`config.mk`:
```
export PLATFORM = sky130hd
export DESIGN_NAME = cursor_move
export DESIGN_NICKNAME = d
export VERILOG_FILES = /design/src/rtl/cursor_move.sv
export SDC_FILE = /design/constraint.sdc
export NUM_CORES = 1
export LEC_CHECK = 0
export BUFFER_PORTS_ARGS = -buffer_cell sky130_fd_sc_hd__buf_2
export CAP_MARGIN = 10
export CORE_ASPECT_RATIO = 0.8
export CORE_MARGIN = 5
export CORE_UTILIZATION = 55
export CTS_BUF_LIST = sky130_fd_sc_hd__clkbuf_8
export DETAILED_ROUTE_END_ITERATION = 12
export PLACE_DENSITY = 0.72
export SLEW_MARGIN = 40
export SYNTH_ARGS = -nofsm -noshare
export SYNTH_HDL_FRONTEND = slang
export SYNTH_SLANG_ARGS = --single-unit
```
`constraint.sdc`:
```
create_clock -name clk -period 3.9 [get_ports clk]
set_input_delay 0.39 -clock clk [delete_from_list [all_inputs] [get_ports clk]]
set_output_delay 0.39 -clock clk [all_outputs]
set_load 0.01 [all_outputs]
```
`src/rtl/cursor_move.sv`:
```
// Cursor position controller: debounces four direction buttons and steps the cursor on a 64x64 grid.
// Edge behaviour selected by CURSOR_WRAP_EN (defined: wrap around, undefined: clamp at 0/63).
module cursor_move #(
  parameter int DB_CYCLES = 50000,
  parameter int X_INIT    = 32,
  parameter int Y_INIT    = 32
) (
  input  logic       clk,
  input  logic       rst,
  input  logic       enable,
  input  logic       btn_up,
  input  logic       btn_down,
  input  logic       btn_left,
  input  logic       btn_right,
  input  logic       cursor_done,
  output logic [5:0] cur_x,
  output logic [5:0] cur_y,
  output logic       draw_init,
  output logic       busy
);

  typedef enum logic [2:0] {S_BOOT, S_IDLE, S_MOVE, S_START, S_WAIT} state_t;
  typedef enum logic [1:0] {DIR_UP, DIR_DOWN, DIR_LEFT, DIR_RIGHT} dir_t;

`ifdef CURSOR_WRAP_EN
  localparam bit WRAP = 1'b1;
`else
  localparam bit WRAP = 1'b0;
`endif

  localparam logic [15:0] DB_LAST = 16'(DB_CYCLES - 1);

  // Bit order everywhere: [3]=up, [2]=down, [1]=left, [0]=right
  logic [3:0]  btn_raw;
  logic [3:0]  sync1, sync2;
  logic [3:0]  db_level, db_prev, press;
  logic [15:0] db_cnt [4];

  state_t state, next_state;
  dir_t   dir_q, dir_next, pri_dir;
  logic [5:0] mv_x, mv_y;
  logic       moved;

  assign btn_raw = {btn_up, btn_down, btn_left, btn_right};

  always_ff @(posedge clk or posedge rst) begin
    if (rst) begin
      sync1 <= '0;
      sync2 <= '0;
    end else begin
      sync1 <= btn_raw;
      sync2 <= sync1;
    end
  end

  // The counter only runs while the synchronized input disagrees with the debounced level
  always_ff @(posedge clk or posedge rst) begin
    if (rst) begin
      db_level <= '0;
      for (int i = 0; i < 4; i++) db_cnt[i] <= '0;
    end else begin
      for (int i = 0; i < 4; i++) begin
        if (sync2[i] == db_level[i]) begin
          db_cnt[i] <= '0;
        end else if (db_cnt[i] == DB_LAST) begin
          db_level[i] <= ~db_level[i];
          db_cnt[i]   <= '0;
        end else begin
          db_cnt[i] <= db_cnt[i] + 16'd1;
        end
      end
    end
  end

  always_ff @(posedge clk or posedge rst) begin
    if (rst) begin
      db_prev <= '0;
      press   <= '0;
    end else begin
      db_prev <= db_level;
      press   <= db_level & ~db_prev;
    end
  end

  always_comb begin
    pri_dir = DIR_RIGHT;
    if (press[3])      pri_dir = DIR_UP;
    else if (press[2]) pri_dir = DIR_DOWN;
    else if (press[1]) pri_dir = DIR_LEFT;
  end

  // In clamp mode a move off the edge leaves the coordinate alone, which MOVE reads as "no draw"
  always_comb begin
    mv_x = cur_x;
    mv_y = cur_y;
    case (dir_q)
      DIR_UP:    if (WRAP || cur_y != 6'd0)  mv_y = cur_y - 6'd1;
      DIR_DOWN:  if (WRAP || cur_y != 6'd63) mv_y = cur_y + 6'd1;
      DIR_LEFT:  if (WRAP || cur_x != 6'd0)  mv_x = cur_x - 6'd1;
      DIR_RIGHT: if (WRAP || cur_x != 6'd63) mv_x = cur_x + 6'd1;
      default: ;
    endcase
    moved = (mv_x != cur_x) || (mv_y != cur_y);
  end

  always_comb begin
    next_state = state;
    dir_next   = dir_q;
    case (state)
      S_BOOT:  next_state = S_START;
      S_IDLE: begin
        if (enable && (press != 4'b0000)) begin
          next_state = S_MOVE;
          dir_next   = pri_dir;
        end
      end
      S_MOVE:  next_state = moved ? S_START : S_IDLE;
      S_START: next_state = S_WAIT;
      S_WAIT:  if (cursor_done) next_state = S_IDLE;
      default: next_state = S_BOOT;
    endcase
  end

  always_ff @(posedge clk or posedge rst) begin
    if (rst) begin
      state <= S_BOOT;
      dir_q <= DIR_UP;
      cur_x <= 6'(X_INIT);
      cur_y <= 6'(Y_INIT);
    end else begin
      state <= next_state;
      dir_q <= dir_next;
      if (state == S_MOVE) begin
        cur_x <= mv_x;
        cur_y <= mv_y;
      end
    end
  end

  assign draw_init = (state == S_START);
  assign busy      = (state != S_IDLE);

endmodule

```
==> reports/qor.yml, run 1 <==
setup_path:
  path_class: "flop to flop"
  startpoint_type: "flop"
  cp_slowest_cell: "dfrtp_1"
  crit_buf_inv: 0
  required_ps: 4170
  critPathMaxStageDelay_ps: 810
  crit_chain: "nand2_1 -> a311oi_4 -> nor3_1 -> a211oi_1"
  critPathMaxFanout: 23
  critPathCaptureType: "flop"
  cp.arrival_ps: 2230
  reg2reg_slack_ps: 1940
  cpLargestDelayFamily: "flip-flops"
sta:
  finalClockSkew_ps: 4.96
  worstMarginPinSlew_ps: 708
  fin_crit_sh_pct: 50.2
  hold_violations: 0
  period_minus_slack_ps: 1960
  max_freq_mhz: 511
  hold_ws_ps: 131
  fin_tns_setup_ps: 0
  rsz0062_at_grt: "false"
  worst_slack_ps: 1940
  setup_viol: 0
  finalMaxSlewViolations: 0
  relSlewSlack_pct: 52.8
final_layout:
  diodes: 0
  fin_area_um2: 5610
  drive_above_1_share_pct: 12.2
  final_util_pct: 61.5
  num-fill-cells: 741
  fin_nets: 555
  syn_to_final_growth_pct: 8.76
  regArea_um2: 2530
  final_cell_count_no_fill: 657
  multi_input_area_um2: 2440
die:
  num_rows: 31
  die_x_um: 118
  dieArea_um2: 11400
  chipHeight_um: 96.6
  start_util_pct: 56.6
  core_area_um2: 9110
  pin_count: 22
synth:
  post_synth_main_area_contributors: "dfrtp_1 48%, xnor2_1 9.2%, nor2_1 6.5%"
  synth_edf_count: 0
  synth.avg_cell_area_um2: 10.0
  yosys.area.top_type: "dfrtp_1"
  syn-cell-area_um2: 5150
  synth.distinct_cells: 60
  synth_fp_nets: 532
  yosys_warnings: 0
  yosysSeqAreaShare_pct: 49.1
  ys_seq_elements: 101
  yosys_most_used_dff: "dfrtp_1"
  synth-async-reset-ratio_pct: 100
  syn_inst: 514
  synth_top_area_share_pct: 48.1
cts:
  ctsResizeCount: 0
  clock_path_buffers: 2
  cts_buffers: 9
  hold_buffers: 0
  clkLatencyLatePin_ps: 360
  cts_tree: "yes"
  cts_setup_buffers: 0
  cts_root_buf: "clkbuf_8"
  clkTransAtPathRegs_ps: 90
  ctsHtreeMaxLevel: 3
  cts_sinks: 101
power:
  powerDensity_nw_per_um2: 445
  vdd_drop_max_mv: 0.266
  leakagePower_nw: 2.31
  finalPower_mw: 2.49
hold_path:
  hold_class: "input port to asynchronous set/reset pin"
drt:
  first_iter_violations: 225
  highest_layer: "met4"
  drt_pass1_iterations: 4
  drcViolationCount: 0
  ant_nets: 0
  routedLengthMet1_mm: 4.51
  met2_length_mm: 4.46
  num_vias: 3671
  wl_mm: 9.32
  wl_met3_um: 280
  wl_per_cell_um: 14.2
  via_per_inst: 5.59
grt:
  grt-ovfl-total: 0
  grtUsageTotal_pct: 17.8
  grt_max_degree: 79
  antenna_found_initial: 0
  grt_pass1_vias: 3716
  grt_pass1_wl_mm: 16.8
flow_run:
  maxCapViolCount: 0
placement:
  dp_slack_ps: 1810
  place.gp.congestion: 0.839
  dp_hpwl_mm: 6.24
  place_inst: 637
  place_area_um2: 5330
  io_buffer_count: 21
run_status:
  outcome: "finished, final reports clean"
-- synthesized netlist by cell type, drive strengths merged (2+ instances only) --
cell type and n:
nor4 25, dfrtp 99, or3 3, nor3 22, dfstp 2, nand3b 4
a22oi 3, nor2b 9, a31o 2, nand4 16, nor2 89, mux2 8
or2 2, a21boi 2, clkbuf 6, ha 10, a21oi 13, inv 26
o41ai 5, nand2b 2, xor2 8, o21ai 8, xnor2 54, nand3 29
buf 8, nor4b 3, and3 2, a211oi 3, nand2 27, and2 2
nor3b 2
-- cells in the final DEF, fill, tap and decap left out, drive strengths merged, types with 4 or more instances in the layout --
cell type / instances
o21ai: 8
xnor2: 54
nand4: 16
nor4: 25
ha: 10
clkbuf: 11
nand2: 27
a21oi: 13
nor2b: 9
buf: 25
xor2: 8
nor2: 89
nand3: 29
mux2: 8
inv: 28
dfrtp: 99
nand3b: 4
nor3: 22
o41ai: 5
-- where the power goes --
| group | switching, mW | internal (mW) |
|---|---|---|
| Sequential | 0.148 | 1.12 |
| Combinational | 0.230 | 0.208 |
| Clock | 0.348 | 0.444 |
-- kinds of logic (layout without fill, tap and decap cells) --
group / Yosys count / count (layout) / synth area share, %
XOR/XNOR: 62 / 62 / 10.5
adder cells (fa/ha/maj): 10 / 10 / 2.43
multiplexers: 9 / 9 / 1.94
buffers and inverters: 40 / 68 / 3.59
AO/OA/AOI/OAI: 51 / 51 / 8.54
flip-flops: 101 / 101 / 49.1
AND/OR/NAND/NOR: 241 / 241 / 23.9
-- flip-flops by register name (all words and copies together), names as in the netlist --
signal    count
sync1         4
db_cnt       64
cur_x         6
dir_q         2
cur_y         6
state         3
db_prev       4
db_level      4
sync2         4
press         4
-- cell type report --
type / count / share of cell area (%)
clock buffer: 10 / 2.45
clock inverter: 6 / 1.96
inverter: 26 / 1.83
multi-input combinational: 373 / 43.5
sequential: 101 / 45.1
tap: 115 / 2.57
timing repair buffer: 26 / 2.54
-- worst paths after layout --
kind	endpoint	cells after the start	start
min in group clk	sync1[2]$_DFF_PP0_	1	btn_down
min	sync1[2]$_DFF_PP0_	2	rst
max reg2reg	cur_x[1]$_DFFE_PP0P_	4	dir_q[0]$_DFFE_PP0P_
max in group asynchronous	cur_y[5]$_DFFE_PP1P_	3	rst
max	cur_x[1]$_DFFE_PP0P_	4	dir_q[0]$_DFFE_PP0P_
min reg2reg	sync2[2]$_DFF_PP0_	0	sync1[2]$_DFF_PP0_
-- worst reg2reg max path: stages (launching register included) --
cell and delay (ps):
dfrtp_1 810, nand2_1 350, a311oi_4 420, nor3_1 80, a211oi_1 210
-- layer usage --
metal  vias to the layer above  track usage, %
met5                         -               0
met4                         0            5.25
met3                         5            4.19
met2                        40            29.5
met1                      1797            23.7
li1                       1829               -
(Power assumes the default switching activity.)
==> inputs of run 2 (changes only) <==
--- a/config.mk
+++ b/config.mk
@@ -5,6 +5,7 @@
 export SDC_FILE = /design/constraint.sdc
 export NUM_CORES = 1
 export LEC_CHECK = 0
+export ABC_AREA = 1
 export BUFFER_PORTS_ARGS = -buffer_cell sky130_fd_sc_hd__buf_2
 export CAP_MARGIN = 10
 export CORE_ASPECT_RATIO = 0.8
@@ -12,7 +13,7 @@
 export CORE_UTILIZATION = 55
 export CTS_BUF_LIST = sky130_fd_sc_hd__clkbuf_8
 export DETAILED_ROUTE_END_ITERATION = 12
-export PLACE_DENSITY = 0.72
+export PLACE_DENSITY = 0.75
 export SLEW_MARGIN = 40
 export SYNTH_ARGS = -nofsm -noshare
 export SYNTH_HDL_FRONTEND = slang
==> constraint.sdc (replaced) <==
create_clock -name clk -period 1.8 [get_ports clk]
set_input_delay 0.18 -clock clk [delete_from_list [all_inputs] [get_ports clk]]
set_output_delay 0.18 -clock clk [all_outputs]
set_load 0.01 [all_outputs]
==> run 2 against run 1 <==
Net effect:
- worst hold slack worse by 27 ps
- register-to-register slack got worse by 1700 ps
- flip-flop and latch count unchanged
- critical path depth grew 2
- global-route usage grew 1.6 points
- worst setup slack worse by 1700 ps
- count of clock-buffer cells in the layout unchanged
- clock skew increased by 1.5 ps
- die area grew 6.3%
- sequential share of layout area is 3.7 points lower
- synthesized area is 7.0% higher
- combinational power is 96% higher
==> reports/qor.yml, run 2 <==
final_layout:
  layout_commonest_cell: "nand2_1"
  fin_nets: 766
  top_register: "db_cnt"
  largest_reg_flops: 64
  fin_area_um2: 6100
  final_cell_mix: "143 x nand2_1, 135 x nor2_1, 99 x dfrtp_1"
  syn_to_final_growth_pct: 10.6
  final_cell_count_no_fill: 889
  reg_top3: "db_cnt x64, cur_x x6, cur_y x6"
  num-fill-cells: 834
  drive_above_1_share_pct: 9.69
  diodes: 0
cts:
  cts_buffers: 9
  clkLatencyLatePin_ps: 360
  clock_path_buffers: 2
  cts_tree: "yes"
  cts_sinks: 101
  cts_setup_buffers: 0
  clkTransAtPathRegs_ps: 90
  cts_root_buf: "clkbuf_8"
  ctsHtreeMaxLevel: 3
grt:
  met2_usage_pct: 28.9
  grt_max_degree: 33
  antenna_found_initial: 0
  grt_use_met1_pct: 29.3
  grt_pass1_vias: 4368
  grtUsageMet3_pct: 4.60
  grt-busiest-layer: "met1"
  grt_pass1_wl_mm: 19.7
  grt-ovfl-total: 0
  grtUsageTotal_pct: 19.4
synth:
  synth_fp_nets: 730
  syn-cell-area_um2: 5520
  syn_inst: 712
  yosysSeqAreaShare_pct: 45.9
  post_synth_main_area_contributors: "dfrtp_1 45%, nand2_1 9.7%, nor2_1 9.2%"
  yosys.area.top_type: "dfrtp_1"
  yosys_warnings: 0
  ys_seq_elements: 101
  synth.avg_cell_area_um2: 7.75
  synth-async-reset-ratio_pct: 100
  synth_edf_count: 0
  yosysMostFrequentCell: "nand2_1"
  synth_top_area_share_pct: 44.9
  yosys_most_used_dff: "dfrtp_1"
  synth_common_cells: "143 x nand2_1, 135 x nor2_1, 99 x dfrtp_1, 79 x inv_1, 60 x nand3_1"
  synth.distinct_cells: 31
drt:
  first_iter_violations: 426
  drt_pass1_iterations: 5
  ant_nets: 0
  wl_per_cell_um: 12.3
  via_per_inst: 5.26
  wl_mm: 11.0
  drcViolationCount: 0
  num_vias: 4676
sta:
  relSlewSlack_pct: 58.1
  rsz0062_at_grt: "false"
  setup_viol: 0
  finalClockSkew_ps: 6.50
  worst_slack_ps: 226
  max_freq_mhz: 635
  fin_tns_setup_ps: 0
  hold_violations: 0
  fin_crit_sh_pct: 87.5
  finalMaxSlewViolations: 0
  period_minus_slack_ps: 1570
  worstMarginPinSlew_ps: 627
power:
  vdd_drop_max_mv: 0.512
  powerDensity_nw_per_um2: 819
  finalPower_mw: 5.00
  leakagePower_nw: 2.70
flow_run:
  maxCapViolCount: 0
placement:
  dp_hpwl_mm: 8.33
  place_area_um2: 5830
  dp_slack_ps: 264
  io_buffer_count: 21
  place.gp.congestion: 0.914
  place_inst: 868
setup_path:
  path_class: "flop to flop"
  critPathCaptureType: "flop"
  cp.arrival_ps: 1810
  critPathMaxFanout: 8
  required_ps: 2030
  startpoint_type: "flop"
die:
  num_rows: 32
  core_area_um2: 9730
  dieArea_um2: 12100
  pin_count: 22
  start_util_pct: 56.7
  die_x_um: 122
  chipHeight_um: 99.6
hold_path:
  hold_class: "input port to flop"
run_status:
  outcome: "finished, final reports clean"
==> run 2: stage by stage <==
step                hold slack, ps  util (%)
CTS                           91.4      62.7
finish                         103      62.7
global route                   148      62.7
detailed placement             289      59.9
global placement               289      59.9
floorplan                      211         -
==> run 2: critical path, cell delays in order, from the launching register on <==
cell     delay, ps
dfrtp_1        430
ha_1           230
nand3_2        140
nor2_1         140
nand3_1        200
nand2_2        230
nor3_1          80
==> run 2: cell type report <==
cell class | count | area, µm² | share of cell area [%]
multi-input cells | 518 | 2630 | 43.1
flip-flops and latches | 101 | 2530 | 41.5
inverters | 87 | 330 | 5.41
repair buffers | 31 | 218 | 3.57
well taps | 136 | 170 | 2.79
clock buffers | 10 | 138 | 2.26
clock inverters | 6 | 86.3 | 1.41
==> run 2: what timing repair did <==
action,4_1_cts,5_1_grt
gates resized for setup,0,0
hold endpoints to repair,25,0
hold buffers,5,0
==> run 2: layer usage <==
layer	up-vias	share of wire, %
met5	-	0
met4	0	1.1
met3	14	4.7
met2	107	43
met1	2190	51
li1	2365	-
==> run 2: worst paths after layout <==
path / slack [ps] / to / from / cells after the start
setup / recovery: 230 / db_cnt[54]$_DFF_PP0_ / db_cnt[48]$_DFF_PP0_ / 6
hold / removal: 100 / state[0]$_DFFE_PP0P_ / cursor_done / 3
setup reg to reg: 230 / db_cnt[54]$_DFF_PP0_ / db_cnt[48]$_DFF_PP0_ / 6
hold reg to reg: 350 / sync2[3]$_DFF_PP0_ / sync1[3]$_DFF_PP0_ / 0
max in group asynchronous: 780 / db_cnt[11]$_DFF_PP0_ / rst / 4
min in group asynchronous: 430 / sync2[2]$_DFF_PP0_ / rst / 3
==> run 2: power by group <==
part	switching [mW]	total, mW	internal, mW
clock	0.763	1.58	0.818
combinational	0.531	0.857	0.326
sequential	0.175	2.56	2.39
==> run 2: kinds of logic (layout without fill, tap and decap cells) <==
kind of cell,Yosys count,in the layout,share of synthesized area [%]
AND/OR/NAND/NOR,426,426,34.5
flip-flops,101,101,45.9
buffers and inverters,93,134,6.44
XOR/XNOR,43,43,6.83
AO/OA/AOI/OAI,39,39,4.08
adder cells (fa/ha/maj),10,10,2.27
==> inputs of run 3 (changes only) <==
--- a/config.mk
+++ b/config.mk
@@ -7,8 +7,7 @@
 export LEC_CHECK = 0
 export ABC_AREA = 1
 export BUFFER_PORTS_ARGS = -buffer_cell sky130_fd_sc_hd__buf_2
-export CAP_MARGIN = 10
-export CORE_ASPECT_RATIO = 0.8
+export CAP_MARGIN = 20
 export CORE_MARGIN = 5
 export CORE_UTILIZATION = 55
 export CTS_BUF_LIST = sky130_fd_sc_hd__clkbuf_8
==> run 3 against run 2 <==
Net effect:
- routed wire length increased by 0.81%
- critical path type unchanged
- die area about the same
- critical path depth unchanged
- flip-flop and latch count unchanged
- design area decreased by 0.57%
- worst setup slack got worse by 11 ps
- via count decreased by 0.13%
- utilization decreased by 0.65 points
- first-iteration DRC count decreased by 31%
- highest routed layer unchanged
- clock skew increased by 4.8 ps
==> reports/qor.yml, run 3 (same netlist as run 2, synthesis figures left out) <==
setup_path:
  startpoint_type: "flop"
  crit_chain: "ha_1 -> nand3_1 -> nor2_1 -> nand3_1 -> nand2_1 -> a21oi_1"
  cp_slowest_cell: "dfrtp_1"
  critPathCaptureType: "flop"
  critPathMaxFanout: 5
  path_class: "flop to flop"
  crit_buf_inv: 0
  critPathMaxStageDelay_ps: 410
  cp.arrival_ps: 1840
  r2r_end: "db_cnt[30]$_DFF_PP0_"
  r2r-start: "db_cnt[16]$_DFF_PP0_"
  cpLargestDelayFamily: "simple AND/OR/NAND/NOR gates"
  crit_path_frequent_cell: "nand3_1"
  reg2reg_slack_ps: 210
  required_ps: 2060
  r2r_cells: 6
power:
  vdd_drop_max_mv: 0.651
  finalPower_mw: 4.87
  switchingPower_mw: 1.52
  clkPwrFrac_pct: 29.7
  combPwrFrac_pct: 17.8
  p_sw_share_pct: 31.1
  leakagePower_nw: 2.68
  seq_power_share_pct: 52.5
  internal_power_mw: 3.36
  powerDensity_nw_per_um2: 803
placement:
  dp_slack_ps: 279
  place.gp.congestion: 0.932
  place_area_um2: 5820
  place_inst: 864
  dp_hpwl_mm: 8.21
  io_buffer_count: 21
sta:
  worstMarginPinSlew_ps: 584
  period_minus_slack_ps: 1590
  fin_crit_sh_pct: 88.1
  setup_viol: 0
  fin_tns_setup_ps: 0
  rsz0062_at_grt: "false"
  hold_violations: 0
  finalClockSkew_ps: 11.3
  finalMaxSlewViolations: 0
  relSlewSlack_pct: 61.0
  worst_slack_ps: 214
  max_freq_mhz: 631
final_layout:
  largest_reg_flops: 64
  final_cell_count_no_fill: 885
  fin_nets: 765
  reg_top3: "db_cnt x64, cur_x x6, cur_y x6"
  final_cell_mix: "143 x nand2_1, 135 x nor2_1, 99 x dfrtp_1"
  fin_area_um2: 6070
  syn_to_final_growth_pct: 10.0
  diodes: 0
  drive_above_1_share_pct: 9.44
  top_register: "db_cnt"
  layout_commonest_cell: "nand2_1"
drt:
  wl_per_cell_um: 12.5
  drcViolationCount: 0
  wl_mm: 11.0
  num_vias: 4670
  via_per_inst: 5.28
  drt_pass1_iterations: 5
  first_iter_violations: 295
  ant_nets: 0
flow_run:
  maxCapViolCount: 0
hold_path:
  holdPathEnd: "state[0]$_DFFE_PP0P_"
  hold_start: "cursor_done"
  holdPathStages: 3
  hold_class: "input port to flop"
cts:
  clkLatencyLatePin_ps: 370
  cts_root_buf: "clkbuf_8"
  hold_buffers: 5
  cts_sinks: 101
  clkTransAtPathRegs_ps: 100
  cts_buffers: 9
  ctsResizeCount: 0
  cts_setup_buffers: 0
  ctsHtreeMaxLevel: 3
  clock_path_buffers: 2
  cts_tree: "yes"
grt:
  grt-ovfl-total: 0
  grt_max_degree: 44
  grt_pass1_wl_mm: 19.3
  grtUsageTotal_pct: 20.1
  antenna_found_initial: 0
  grt_pass1_vias: 4454
die:
  chipHeight_um: 110
  core_area_um2: 9770
  dieArea_um2: 12100
  num_rows: 36
  die_x_um: 110
  pin_count: 22
  start_util_pct: 56.4
run_status:
  outcome: "finished, final reports clean"
-- run 3: cell count changes in the layout (fill, tap and decap cells not counted) --
cell | before | now
inv_1 | 78 | 79
clkbuf_8 | 10 | 9
clkinv_2 | 2 | 0
inv_8 | 0 | 1
buf_4 | 3 | 2
clkinvlp_4 | 2 | 4
bufinv_16 | 2 | 1
-- run 3: cell type report --
class	count	area, µm²
Inverter	87	330
Fill cell	883	3710
Sequential cell	101	2530
Clock buffer	9	124
Multi-Input combinational cell	518	2630
Tap cell	133	166
Clock inverter	7	76.3
Timing Repair Buffer	30	210
-- run 3: routing by layer --
layer  GRT usage [%]  share of wire [%]  wire, µm  up-vias
met5               0                  0         0        -
met3            3.84                4.0       444       26
met4            8.71                2.2       248        0
met1            26.0                 46      5110     2181
li1                -                  -         -     2359
met2            32.9                 47      5240      104
-- run 3: power by group through the flow --
stage	clock, mW	combinational, mW	sequential (mW)
2_1_floorplan	0	0.642	2.56
3_3_place_gp	0	0.832	2.59
3_5_place_dp	0	0.861	2.60
4_1_cts	1.51	0.874	2.55
5_1_grt	1.60	0.987	2.58
6_report	1.45	0.868	2.56
-- run 3: worst max-delay path by stage --
stage                               startpoint                   end  slack, ps  depth (start not counted)
after detailed placement  db_cnt[16]$_DFF_PP0_  db_cnt[30]$_DFF_PP0_        280                          6
after global placement    cur_x[0]$_DFFE_PP0P_  state[1]$_DFFE_PP0P_        320                          6
final                     db_cnt[16]$_DFF_PP0_  db_cnt[30]$_DFF_PP0_        210                          6
after floorplan                            rst  cur_x[0]$_DFFE_PP0P_        420                          1
after CTS                 state[0]$_DFFE_PP0P_             draw_init        260                          3
after global routing       db_cnt[0]$_DFF_PP0_   db_cnt[8]$_DFF_PP0_         80                          6
-- run 3: per-stage QoR --
step,hold WS (ps),utilization (%)
final,158,62.1
after floorplan,211,-
after CTS,154,62.1
after detailed placement,280,59.5
after global placement,271,59.5
after global routing,181,62.1
-- run 3: tightest hold or removal path: stages --
cell and delay, ps:
buf_2 90, nor4_1 40, o21ai_0 190
